<file path="config.mk">
export PLATFORM = sky130hd
export DESIGN_NAME = jpl_foc_clarke_sched
export DESIGN_NICKNAME = d
export VERILOG_FILES = /design/src/rtl/jpl_foc_pkg.sv /design/src/rtl/jpl_foc_rr_arbiter.sv /design/src/rtl/jpl_foc_clarke_sched.sv
export SDC_FILE = /design/constraint.sdc
export NUM_CORES = 1
export LEC_CHECK = 0
export CORE_AREA = 2 2 118 120
export DETAILED_ROUTE_END_ITERATION = 8
export DIE_AREA = 0 0 120 122
export MAX_ROUTING_LAYER = met4
export PLACE_DENSITY = 0.77
export SETUP_SLACK_MARGIN = 0.02
export SYNTH_ARGS = -nofsm -noshare
export SYNTH_HDL_FRONTEND = slang
export SYNTH_SLANG_ARGS = --single-unit
</file>
<file path="constraint.sdc">
create_clock -name i_clk -period 5.7 [get_ports i_clk]
set_input_delay 1.14 -clock i_clk [delete_from_list [all_inputs] [get_ports i_clk]]
set_output_delay 1.14 -clock i_clk [all_outputs]
set_load 0.01 [all_outputs]
</file>
<file path="src/rtl/jpl_foc_pkg.sv">
// rtl/jpl_foc_pkg.sv - shared types and defaults for the Clarke engine scheduler
package jpl_foc_pkg;

    localparam int B_DEF       = 12;
    localparam int N_DEF       = 3;
    localparam int TIMEOUT_DEF = 64;

    typedef enum logic [2:0] {
        ST_IDLE,
        ST_GRANT,
        ST_ISSUE,
        ST_WAIT,
        ST_RESP
    } state_t;

    typedef struct packed {
        logic [B_DEF-1:0] ia;
        logic [B_DEF-1:0] ib;
        logic             pending;
    } slot_t;

endpackage

</file>
<file path="src/rtl/jpl_foc_rr_arbiter.sv">
// rtl/jpl_foc_rr_arbiter.sv - round-robin pick of the first pending axis at or after ptr
module jpl_foc_rr_arbiter #(
    parameter int N = 3
) (
    input  logic [N-1:0]         req,
    input  logic [$clog2(N)-1:0] ptr,
    input  logic                 en,
    output logic [N-1:0]         grant,
    output logic [$clog2(N)-1:0] idx
);

    localparam int IW = $clog2(N);

    logic [IW:0] cand;
    logic        found;

    always_comb begin
        grant = '0;
        idx   = '0;
        found = 1'b0;
        cand  = '0;
        for (int i = 0; i < N; i++) begin
            // ptr < N, so one conditional subtract is enough to wrap
            cand = {1'b0, ptr} + (IW+1)'(i);
            if (cand >= (IW+1)'(N)) begin
                cand = cand - (IW+1)'(N);
            end
            if (en && !found && req[cand[IW-1:0]]) begin
                found              = 1'b1;
                idx                = cand[IW-1:0];
                grant[cand[IW-1:0]] = 1'b1;
            end
        end
    end

endmodule

</file>
<file path="src/rtl/jpl_foc_clarke_sched.sv">
// rtl/jpl_foc_clarke_sched.sv - shares one Clarke engine among N axes in round-robin order
module jpl_foc_clarke_sched
    import jpl_foc_pkg::*;
#(
    parameter int B       = B_DEF,
    parameter int N       = N_DEF,
    parameter int TIMEOUT = TIMEOUT_DEF
) (
    input  logic           i_clk,
    input  logic           i_rst,
    input  logic [N-1:0]   i_req,
    input  logic [N*B-1:0] i_ia,
    input  logic [N*B-1:0] i_ib,
    output logic           o_eng_start,
    output logic [B-1:0]   o_eng_ia,
    output logic [B-1:0]   o_eng_ib,
    input  logic           i_eng_done,
    input  logic [B-1:0]   i_eng_ialpha,
    input  logic [B-1:0]   i_eng_ibeta,
    output logic [N-1:0]   o_valid,
    output logic [B-1:0]   o_ialpha,
    output logic [B-1:0]   o_ibeta,
    output logic [N-1:0]   o_overrun,
    output logic [N-1:0]   o_timeout,
    output logic           o_busy
);

    localparam int IW = $clog2(N);
    localparam int CW = $clog2(TIMEOUT + 1);

    state_t        state;
    state_t        state_next;
    logic [B-1:0]  slot_ia [N];
    logic [B-1:0]  slot_ib [N];
    logic [N-1:0]  pending;
    logic [IW-1:0] ptr;
    logic [IW-1:0] cur;
    logic [CW-1:0] cnt;
    logic [N-1:0]  arb_grant;
    logic [IW-1:0] arb_idx;
    logic          wait_expired;

    jpl_foc_rr_arbiter #(.N(N)) u_arb (
        .req   (pending),
        .ptr   (ptr),
        .en    (state == ST_GRANT),
        .grant (arb_grant),
        .idx   (arb_idx)
    );

    // A done in the last counted cycle wins over the timeout
    assign wait_expired = (state == ST_WAIT) && !i_eng_done && (cnt >= CW'(TIMEOUT - 1));

    // A new request in the grant cycle of the same axis re-arms the slot without overrun
    always_ff @(posedge i_clk or posedge i_rst) begin
        if (i_rst) begin
            for (int n = 0; n < N; n++) begin
                slot_ia[n] <= '0;
                slot_ib[n] <= '0;
            end
            pending   <= '0;
            o_overrun <= '0;
        end else begin
            for (int n = 0; n < N; n++) begin
                if (i_req[n]) begin
                    slot_ia[n] <= i_ia[n*B +: B];
                    slot_ib[n] <= i_ib[n*B +: B];
                end
            end
            pending   <= i_req | (pending & ~arb_grant);
            o_overrun <= i_req & pending & ~arb_grant;
        end
    end

    always_ff @(posedge i_clk or posedge i_rst) begin
        if (i_rst) begin
            state <= ST_IDLE;
        end else begin
            state <= state_next;
        end
    end

    always_comb begin
        state_next = state;
        case (state)
            ST_IDLE:  if ((|pending) || (|i_req)) state_next = ST_GRANT;
            ST_GRANT: state_next = (|arb_grant) ? ST_ISSUE : ST_IDLE;
            ST_ISSUE: state_next = ST_WAIT;
            ST_WAIT: begin
                if (i_eng_done) begin
                    state_next = ST_RESP;
                end else if (wait_expired) begin
                    state_next = ST_IDLE;
                end
            end
            ST_RESP:  state_next = ST_IDLE;
            default:  state_next = ST_IDLE;
        endcase
    end

    always_comb begin
        o_eng_start = 1'b0;
        o_busy      = 1'b0;
        o_valid     = '0;
        o_eng_start = (state == ST_ISSUE);
        o_busy      = (state != ST_IDLE);
        if (state == ST_RESP) begin
            o_valid = N'(1) << cur;
        end
    end

    always_ff @(posedge i_clk or posedge i_rst) begin
        if (i_rst) begin
            ptr       <= '0;
            cur       <= '0;
            cnt       <= '0;
            o_eng_ia  <= '0;
            o_eng_ib  <= '0;
            o_ialpha  <= '0;
            o_ibeta   <= '0;
            o_timeout <= '0;
        end else begin
            o_timeout <= '0;
            if ((state == ST_GRANT) && (|arb_grant)) begin
                cur      <= arb_idx;
                ptr      <= (arb_idx == IW'(N - 1)) ? '0 : arb_idx + 1'b1;
                o_eng_ia <= slot_ia[arb_idx];
                o_eng_ib <= slot_ib[arb_idx];
            end
            if (state == ST_ISSUE) begin
                cnt <= '0;
            end else if ((state == ST_WAIT) && (cnt != '1)) begin
                cnt <= cnt + 1'b1;
            end
            if ((state == ST_WAIT) && i_eng_done) begin
                o_ialpha <= i_eng_ialpha;
                o_ibeta  <= i_eng_ibeta;
            end
            if (wait_expired) begin
                o_timeout <= N'(1) << cur;
            end
        end
    end

endmodule

</file>
==> results of run 1 <==
==> layout make-up <==
class / count / area share
Tap cell: 180 / 0.0256
Inverter: 12 / 0.00569
Multi-Input combinational cell: 274 / 0.299
Sequential cell: 143 / 0.406
Timing Repair Buffer: 165 / 0.186
Clock buffer: 23 / 0.0566
Clock inverter: 9 / 0.0202
==> power groups by stage <==
stage / clock, mW / sequential [mW] / combinational, mW
finish: 1.24 / 1.47 / 1.64
global route: 1.31 / 1.51 / 1.76
CTS: 1.27 / 1.47 / 1.66
floorplan: 0 / 1.53 / 0.955
detailed placement: 0 / 1.48 / 1.65
global placement: 0 / 1.47 / 1.60
==> registers in the layout (all words and copies together), names as in the netlist <==
signal / flops
state: 3
pending: 3
o_timeout: 3
slot_ib: 36
cur: 2
ptr: 2
o_ibeta: 12
o_ialpha: 12
o_eng_ia: 12
o_overrun: 3
o_eng_ib: 12
cnt: 7
slot_ia: 36
==> through the flow <==
step,worst slack (ns),power (mW),std cells,hold slack (ns)
2_1_floorplan,0.722,2.48,453,0.461
3_3_place_gp,2.46,3.07,774,0.483
3_5_place_dp,2.33,3.13,774,0.490
4_1_cts,2.18,4.39,806,0.502
5_1_grt,1.97,4.58,806,0.516
6_report,2.22,4.35,806,0.501
==> metal layers <==
metal  GRT usage  share of wire  vias up
met4      0.0706          0.012        0
met3      0.0585          0.049       10
li1            -              -     1922
met5           -              0        -
met1       0.255           0.41     2107
met2       0.380           0.53      105
==> cells in the final DEF (no fill, tap or decap), types with 2 or more instances in the layout <==
master	Yosys	routed
mux2_4	7	7
clkinvlp_4	0	3
inv_1	12	11
clkbuf_16	0	17
mux2_2	145	145
and2_1	2	2
a21oi_1	6	6
nor2_1	19	19
o21ai_0	6	6
o21ai_1	3	3
mux2_1	18	18
or3_1	2	2
clkdlybuf4s50_1	0	160
nor3_1	4	4
dfrtp_1	143	143
mux2i_1	7	7
nor2b_1	4	4
nand4_1	3	3
buf_4	3	5
nand2_1	8	8
nand3_2	2	2
o211ai_1	2	2
bufinv_16	0	5
clkbuf_8	0	5
and3_1	2	2
ha_1	5	5
xor2_1	4	4
nand3b_1	3	3
nand2b_1	4	4
==> logic make-up after synthesis <==
| kind of cell | Yosys count |
|---|---|
| multiplexers | 177 |
| adder cells (fa/ha/maj) | 5 |
| flip-flops | 143 |
| AND/OR/NAND/NOR | 58 |
| AO/OA/AOI/OAI | 29 |
| XOR/XNOR | 5 |
| buffers and inverters | 36 |
==> worst max path at each step <==
stage	start	to	slack (ns)	cells past startpoint
finish	state[1]	o_eng_start	2.22	3
global route	ptr[1]	o_eng_ib[5]	1.97	8
CTS	state[1]	o_eng_start	2.18	3
detailed placement	ptr[1]	o_eng_ib[0]	2.33	8
global placement	i_eng_done	o_ialpha[1]	2.46	3
floorplan	i_rst	cnt[0]	0.72	1
==> flow_summary.toml, run 1 <==
[timing]
rsz0062_at_grt = "false"
skew_ns = 0.0157
tns_ns = 0
max_slew_margin = 0.240
slew_viol_final = 0
timing.fmax_mhz = 288
final-hold-violation-count = 0
worstMarginPinSlew_ns = 1.14
min_period_ns = 3.48
finalSetupViolCount = 0
fin_crit_sh = 0.610

[clock_tree]
cts_root_buf = "clkbuf_16"
cts_hold_buffers = 0
post-cts-setup-buffer-count = 0
clock_latency_ns = 0.42
clkSinkCount = 143
cts_tree = "built"
htree_levels = 4
clkTransAtPathRegs_ns = 0.06
clock_path_buffers = 2
cts_resized = 0
cts_buffers = 17

[grt]
grt_first_pass_wirelength_mm = 24.0
overflow = 0
grt_max_degree = 117
grt_pass1_vias = 4730
track_usage = 0.222
antenna_found_initial = 0

[power_and_ir_drop]
swShare = 0.289
pwr-share-comb = 0.376
p_switching_mw = 1.26
p_int_mw = 3.09
vdd_ir_drop_max_uv = 353
clockPowerShare = 0.286
p_leak_nw = 3.70
powerDensity_nw_per_um2 = 494
pwr-share-seq = 0.338

[detailed_routing]
wl_mm = 14.7
drt_first_iter_violations = 189
drc_errors = 0
drt-vias-per-instance = 5.14
routedWlPerCell_microns = 18.2
vias = 4144
antenna_left = 0
dr.pass1.iters = 4

[synthesis]
avgSynthCellArea_sq_um = 14.1
synth.area.mux_share = 0.314
synthAdderAreaFrac = 0.00978
synth.most_common_cell = "mux2_2"
ys_ff_latch = 143
yosysTopAreaCellShare = 0.559
syn-cell-area_sq_um = 6400
ys_seq_area_frac = 0.559
synth_xor_area_frac = 0.00684
postSynthCellCount = 453
yosys.area_share.simple = 0.0508
yosys.area.top_type = "dfrtp_1"
ys.flop_type = "dfrtp_1"
synth_cell_types = 47
yosysWarningCount = 0
synth_compound_area_frac = 0.0301
synth_top_family_by_area = "multiplexers"
synth_edf_count = 0
synth.area.top_cells = "dfrtp_1 56%, mux2_2 26%, mux2_1 3.2%, mux2_4 1.6%, nor2_1 1.1%"
synth_commonest_cells = "145 x mux2_2, 143 x dfrtp_1, 19 x nor2_1"
syn_nets = 560
async_reset_ff_frac = 1.00

[place]
gp_congestion = 0.860
io_buffers = 160
place_hpwl_mm = 10.0
place_area_sq_um = 8130

[critical_path]
endpoint_kind = "output pin"
critPathBufInv = 1
crit_chain = "nor2b_1 > nor2b_1 > clkdlybuf4s50_1"
arrival_ns = 2.34
ff2ff_setup_slack_ns = 2.32
regToRegStartpoint = "ptr[1]"
path_common_cell = "nor2b_1"
path_max_fanout = 8
critPathKind = "flip-flop to output pin"
crit_family = "simple AND/OR/NAND/NOR gates"
critPathRequiredTime_ns = 4.56
start_kind = "flip-flop"
crit_slowest_cell = "clkdlybuf4s50_1"
critPathMaxStageDelay_ns = 0.66
r2r_cells = 8
crit-reg2reg-capture = "o_eng_ib[5]"

[hold_path]
hold_path_class = "flip-flop to flip-flop"
whs_endpoint = "slot_ia[32]"
hold_depth = 1
hold_start = "slot_ia[32]"

[status]
status = "finished clean"

[finish]
finish.utilization = 0.652
multi_input_area_sq_um = 2640
final-seq-area_sq_um = 3580
area_growth_pct = 37.6
drive_above_1_share = 0.313
fin_nets = 720
antenna_cells = 0
fillers = 1027
final_area_sq_um = 8800

[floorplan]
num_rows = 43
die_x_microns = 120
top_level_ports = 161
dieArea_sq_um = 14600
start_util = 0.474
die_h_microns = 122
core_sq_um = 13500

[job]
cap_violations = 0
(Power assumes the default switching activity.)
==> inputs of run 2 (changes only) <==
==> constraint.sdc (replaced) <==
create_clock -name i_clk -period 3.3 [get_ports i_clk]
set_input_delay 0.66 -clock i_clk [delete_from_list [all_inputs] [get_ports i_clk]]
set_output_delay 0.66 -clock i_clk [all_outputs]
set_load 0.01 [all_outputs]
==> run 2 against run 1 <==
Effect of this change:
- via count is 0.51% higher
- critical path type unchanged
- cell count up 0.50%
- largest power group unchanged
- combinational power grew 76%
- power grew 67%
- clock power grew 48%
- final area fell by 0.41%
- largest cell class unchanged
- global-route usage decreased by 0.94 points
- die area did not move
- clock-buffer cell count shrank 4
- worst setup slack lost 1.9 ns
- first-iteration DRC count grew 7.9%
- critical path depth stayed put
==> flow_summary.toml, run 2 (synthesis gave the netlist of run 1 again) <==
[critical_path]
critPathRequiredTime_ns = 2.64
crit_slowest_cell = "clkdlybuf4s50_1"
ff2ff_setup_slack_ns = 0.44
critPathKind = "flip-flop to output pin"
arrival_ns = 2.31
path_common_cell = "nor2b_1"
crit_family = "simple AND/OR/NAND/NOR gates"
critPathBufInv = 1
crit-reg2reg-capture = "o_eng_ia[9]"
crit_chain = "nor2b_1 > nor2b_1 > clkdlybuf4s50_1"
path_max_fanout = 8
start_kind = "flip-flop"
regToRegStartpoint = "ptr[1]"
r2r_cells = 9
critPathMaxStageDelay_ns = 0.65
endpoint_kind = "output pin"

[timing]
final-hold-violation-count = 0
timing.fmax_mhz = 337
min_period_ns = 2.97
worstMarginPinSlew_ns = 0.711
tns_ns = 0
timing.hold.ws_ns = 0.494
fin_crit_sh = 0.899
skew_ns = 0.00832
finalSetupViolCount = 0
max_slew_margin = 0.526
layout_setup_ws_ns = 0.335
slew_viol_final = 0
rsz0062_at_grt = "false"

[grt]
antenna_found_initial = 0
grt_max_degree = 139
track_usage = 0.212
grt_pass1_vias = 4603
grt_first_pass_wirelength_mm = 23.1
overflow = 0

[clock_tree]
clkTransAtPathRegs_ns = 0.06
cts_buffers = 17
clkSinkCount = 143
cts_root_buf = "clkbuf_16"
post-cts-setup-buffer-count = 0
clock_latency_ns = 0.41
clock_path_buffers = 2
cts_hold_buffers = 0
htree_levels = 4
cts_resized = 0
cts_tree = "built"

[floorplan]
die_h_microns = 122
num_rows = 43
top_level_ports = 161
dieArea_sq_um = 14600
die_x_microns = 120
start_util = 0.474
core_sq_um = 13500

[finish]
fillers = 965
area_growth_pct = 37.0
mostFrequentLayoutCell = "clkdlybuf4s50_1"
antenna_cells = 0
drive_above_1_share = 0.319
reg_top3 = "slot_ia (36), slot_ib (36)"
fin_nets = 724
layout_common_cells = "160 x clkdlybuf4s50_1, 145 x mux2_2, 143 x dfrtp_1"
stdcell_count = 810

[detailed_routing]
antenna_left = 0
dr.pass1.iters = 4
drt_first_iter_violations = 204
drt-vias-per-instance = 5.14
routedWlPerCell_microns = 17.6
wl_mm = 14.3
drc_errors = 0
vias = 4165

[power_and_ir_drop]
vdd_ir_drop_max_uv = 391
power_mw = 7.26
powerDensity_nw_per_um2 = 828
p_leak_nw = 3.70

[job]
cap_violations = 0

[place]
numPlacedInstances = 778
place_hpwl_mm = 9.80
io_buffers = 160
gp_congestion = 0.787
place_ws_ns = 0.446

[status]
status = "finished clean"

[hold_path]
hold_path_class = "input pin to async pin"
[run 2: cell type report]
class / count / area [sq um] / share of cell area
clock inverters: 13 / 120 / 0.0137
well taps: 180 / 225 / 0.0257
inverters: 12 / 48.8 / 0.00557
repair buffers: 169 / 1710 / 0.195
clock buffers: 19 / 453 / 0.0517
multi-input cells: 274 / 2640 / 0.301
flip-flops and latches: 143 / 3580 / 0.408
[run 2: per-stage QoR]
stage	utilization	cell area [sq um]
finish	0.649	8770
detailed placement	0.607	8190
floorplan	-	6400
global route	0.649	8770
CTS	0.649	8770
global placement	0.607	8190
[run 2: worst max-delay path by stage]
stage | start | to | slack (ns) | depth (start not counted)
floorplan | ptr[0] | o_eng_ia[0] | 0.71 | 10
global placement | ptr[1] | o_eng_ib[11] | 0.55 | 9
detailed placement | ptr[1] | o_eng_ia[3] | 0.45 | 9
CTS | state[1] | o_eng_start | 0.30 | 3
global route | state[1] | o_eng_start | 0.16 | 3
finish | state[1] | o_eng_start | 0.33 | 3
[run 2: layer usage]
metal	global-route usage	part of all wire	wire length, microns
met1	0.232	0.40	5660
met2	0.366	0.54	7660
met3	0.0571	0.053	753
met4	0.0904	0.015	211
met5	-	0	0
[run 2: power by group]
| part | switching, mW | total (mW) | internal, mW |
|---|---|---|---|
| clock | 0.698 | 1.84 | 1.14 |
| sequential | 0.303 | 2.54 | 2.23 |
| combinational | 1.18 | 2.88 | 1.71 |
==> inputs of run 3 (changes only) <==
--- a/config.mk
+++ b/config.mk
@@ -8,9 +8,9 @@
 export CORE_AREA = 2 2 118 120
 export DETAILED_ROUTE_END_ITERATION = 8
 export DIE_AREA = 0 0 120 122
-export MAX_ROUTING_LAYER = met4
 export PLACE_DENSITY = 0.77
 export SETUP_SLACK_MARGIN = 0.02
+export SLEW_MARGIN = 15
 export SYNTH_ARGS = -nofsm -noshare
 export SYNTH_HDL_FRONTEND = slang
 export SYNTH_SLANG_ARGS = --single-unit
==> run 3 against run 2 <==
Effect of this change:
- first-iteration DRC count is 7.4% lower
- cell count stayed put
- utilization unchanged
- final area did not move
- sequential power about the same
- clock skew is 0.0019 ns higher
- worst setup slack hardly changed
- non-clock buffer count is the same
- sequential share of layout area is the same
- critical endpoint unchanged
- highest routed layer unchanged
==> flow_summary.toml, run 3 (synthesis gave the netlist of run 1 again) <==
[status]
status = "finished clean"

[grt]
overflow = 0
grt_first_pass_wirelength_mm = 23.1
grt_pass1_vias = 4603
antenna_found_initial = 0
track_usage = 0.206
grt_max_degree = 139

[critical_path]
path_common_cell = "nor2b_1"
crit-reg2reg-capture = "o_eng_ia[9]"
ff2ff_setup_slack_ns = 0.44
r2r_cells = 9
endpoint_kind = "output pin"
crit_end = "o_eng_start"
critPathMaxStageDelay_ns = 0.65
critPathRequiredTime_ns = 2.64
crit_chain = "nor2b_1 > nor2b_1 > clkdlybuf4s50_1"
regToRegStartpoint = "ptr[1]"
critPathKind = "flip-flop to output pin"
path_max_fanout = 8
arrival_ns = 2.31
start_kind = "flip-flop"
crit_slowest_cell = "clkdlybuf4s50_1"
crit_start = "state[1]"

[detailed_routing]
wl_mm = 14.3
routedWlPerCell_microns = 17.6
drc_errors = 0
antenna_left = 0
vias = 4200
dr.pass1.iters = 5
drt-vias-per-instance = 5.19
drt_first_iter_violations = 189

[finish]
fin_nets = 724
area_growth_pct = 37.0
multi_input_area_sq_um = 2640
fillers = 965
final-seq-area_sq_um = 3580
drive_above_1_share = 0.319
layout_common_cells = "160 x clkdlybuf4s50_1, 145 x mux2_2, 143 x dfrtp_1"
reg_top3 = "slot_ia (36), slot_ib (36)"
mostFrequentLayoutCell = "clkdlybuf4s50_1"
antenna_cells = 0
stdcell_count = 810

[timing]
skew_ns = 0.0102
layout_setup_ws_ns = 0.335
final-hold-violation-count = 0
timing.hold.ws_ns = 0.492
min_period_ns = 2.97
finalSetupViolCount = 0
slew_viol_final = 0
worstMarginPinSlew_ns = 0.711
rsz0062_at_grt = "false"
timing.fmax_mhz = 337
tns_ns = 0
max_slew_margin = 0.526
fin_crit_sh = 0.899

[place]
place_hpwl_mm = 9.80
gp_congestion = 0.777
numPlacedInstances = 778
place_ws_ns = 0.446
io_buffers = 160

[floorplan]
top_level_ports = 161
dieArea_sq_um = 14600
core_sq_um = 13500
num_rows = 43
die_h_microns = 122
die_x_microns = 120
start_util = 0.474

[clock_tree]
cts_tree = "built"
clock_path_buffers = 2
cts_root_buf = "clkbuf_16"
cts_resized = 0
post-cts-setup-buffer-count = 0
htree_levels = 4
clock_latency_ns = 0.41
cts_buffers = 17
clkTransAtPathRegs_ns = 0.06
cts_hold_buffers = 0
clkSinkCount = 143

[power_and_ir_drop]
vdd_ir_drop_max_uv = 392
pwr-share-comb = 0.397
power_mw = 7.26
pwr-share-seq = 0.350
swShare = 0.300
p_leak_nw = 3.70
p_switching_mw = 2.18
powerDensity_nw_per_um2 = 828
clockPowerShare = 0.253
p_int_mw = 5.08

[hold_path]
hold_path_class = "input pin to async pin"

[job]
cap_violations = 0
[run 3: cell counts in the layout (fill, tap and decap cells not counted)]
No cell type changed its count.
[run 3: stage by stage]
stage / util / area, sq um
6_report: 0.649 / 8770
4_1_cts: 0.649 / 8770
5_1_grt: 0.649 / 8770
3_5_place_dp: 0.607 / 8190
2_1_floorplan: - / 6400
3_3_place_gp: 0.607 / 8190
[run 3: final cells by class]
class | count | share of cell area
clock buffer | 19 | 0.0517
timing repair buffer | 169 | 0.195
sequential | 143 | 0.408
inverter | 12 | 0.00557
tap | 180 | 0.0257
clock inverter | 13 | 0.0137
multi-input combinational | 274 | 0.301
[run 3: how the worst min path moves through the flow]
stage                 from      endpoint  slack, ns  cells past startpoint
finish               i_rst    o_ibeta[5]       0.49                      2
floorplan           cur[0]  o_timeout[0]       0.46                      1
global placement    cur[0]  o_timeout[0]       0.47                      1
detailed placement  cur[0]  o_timeout[0]       0.49                      1
global route         i_rst    o_ibeta[5]       0.48                      2
CTS                  i_rst    o_ibeta[5]       0.48                      2
[run 3: power by group through the flow]
stage	Sequential [mW]	Clock [mW]	Combinational, mW
detailed placement	2.56	0	2.90
global placement	2.54	0	2.82
finish	2.54	1.84	2.88
CTS	2.54	1.88	2.92
global route	2.61	1.97	3.10
floorplan	2.64	0	1.65
[run 3: critical path, delay by kind of cell (launching register included)]
kind / cells / cell delay, ns
buf+inv: 1 / 0.65
simple gates: 2 / 0.79
flops: 1 / 0.45
[run 3: layer usage]
layer / part of all wire / global-route usage / wire [microns]
met1: 0.39 / 0.229 / 5540
met5: 0 / 0 / 0
met3: 0.057 / 0.0590 / 819
met2: 0.53 / 0.366 / 7620
met4: 0.021 / 0.0904 / 303
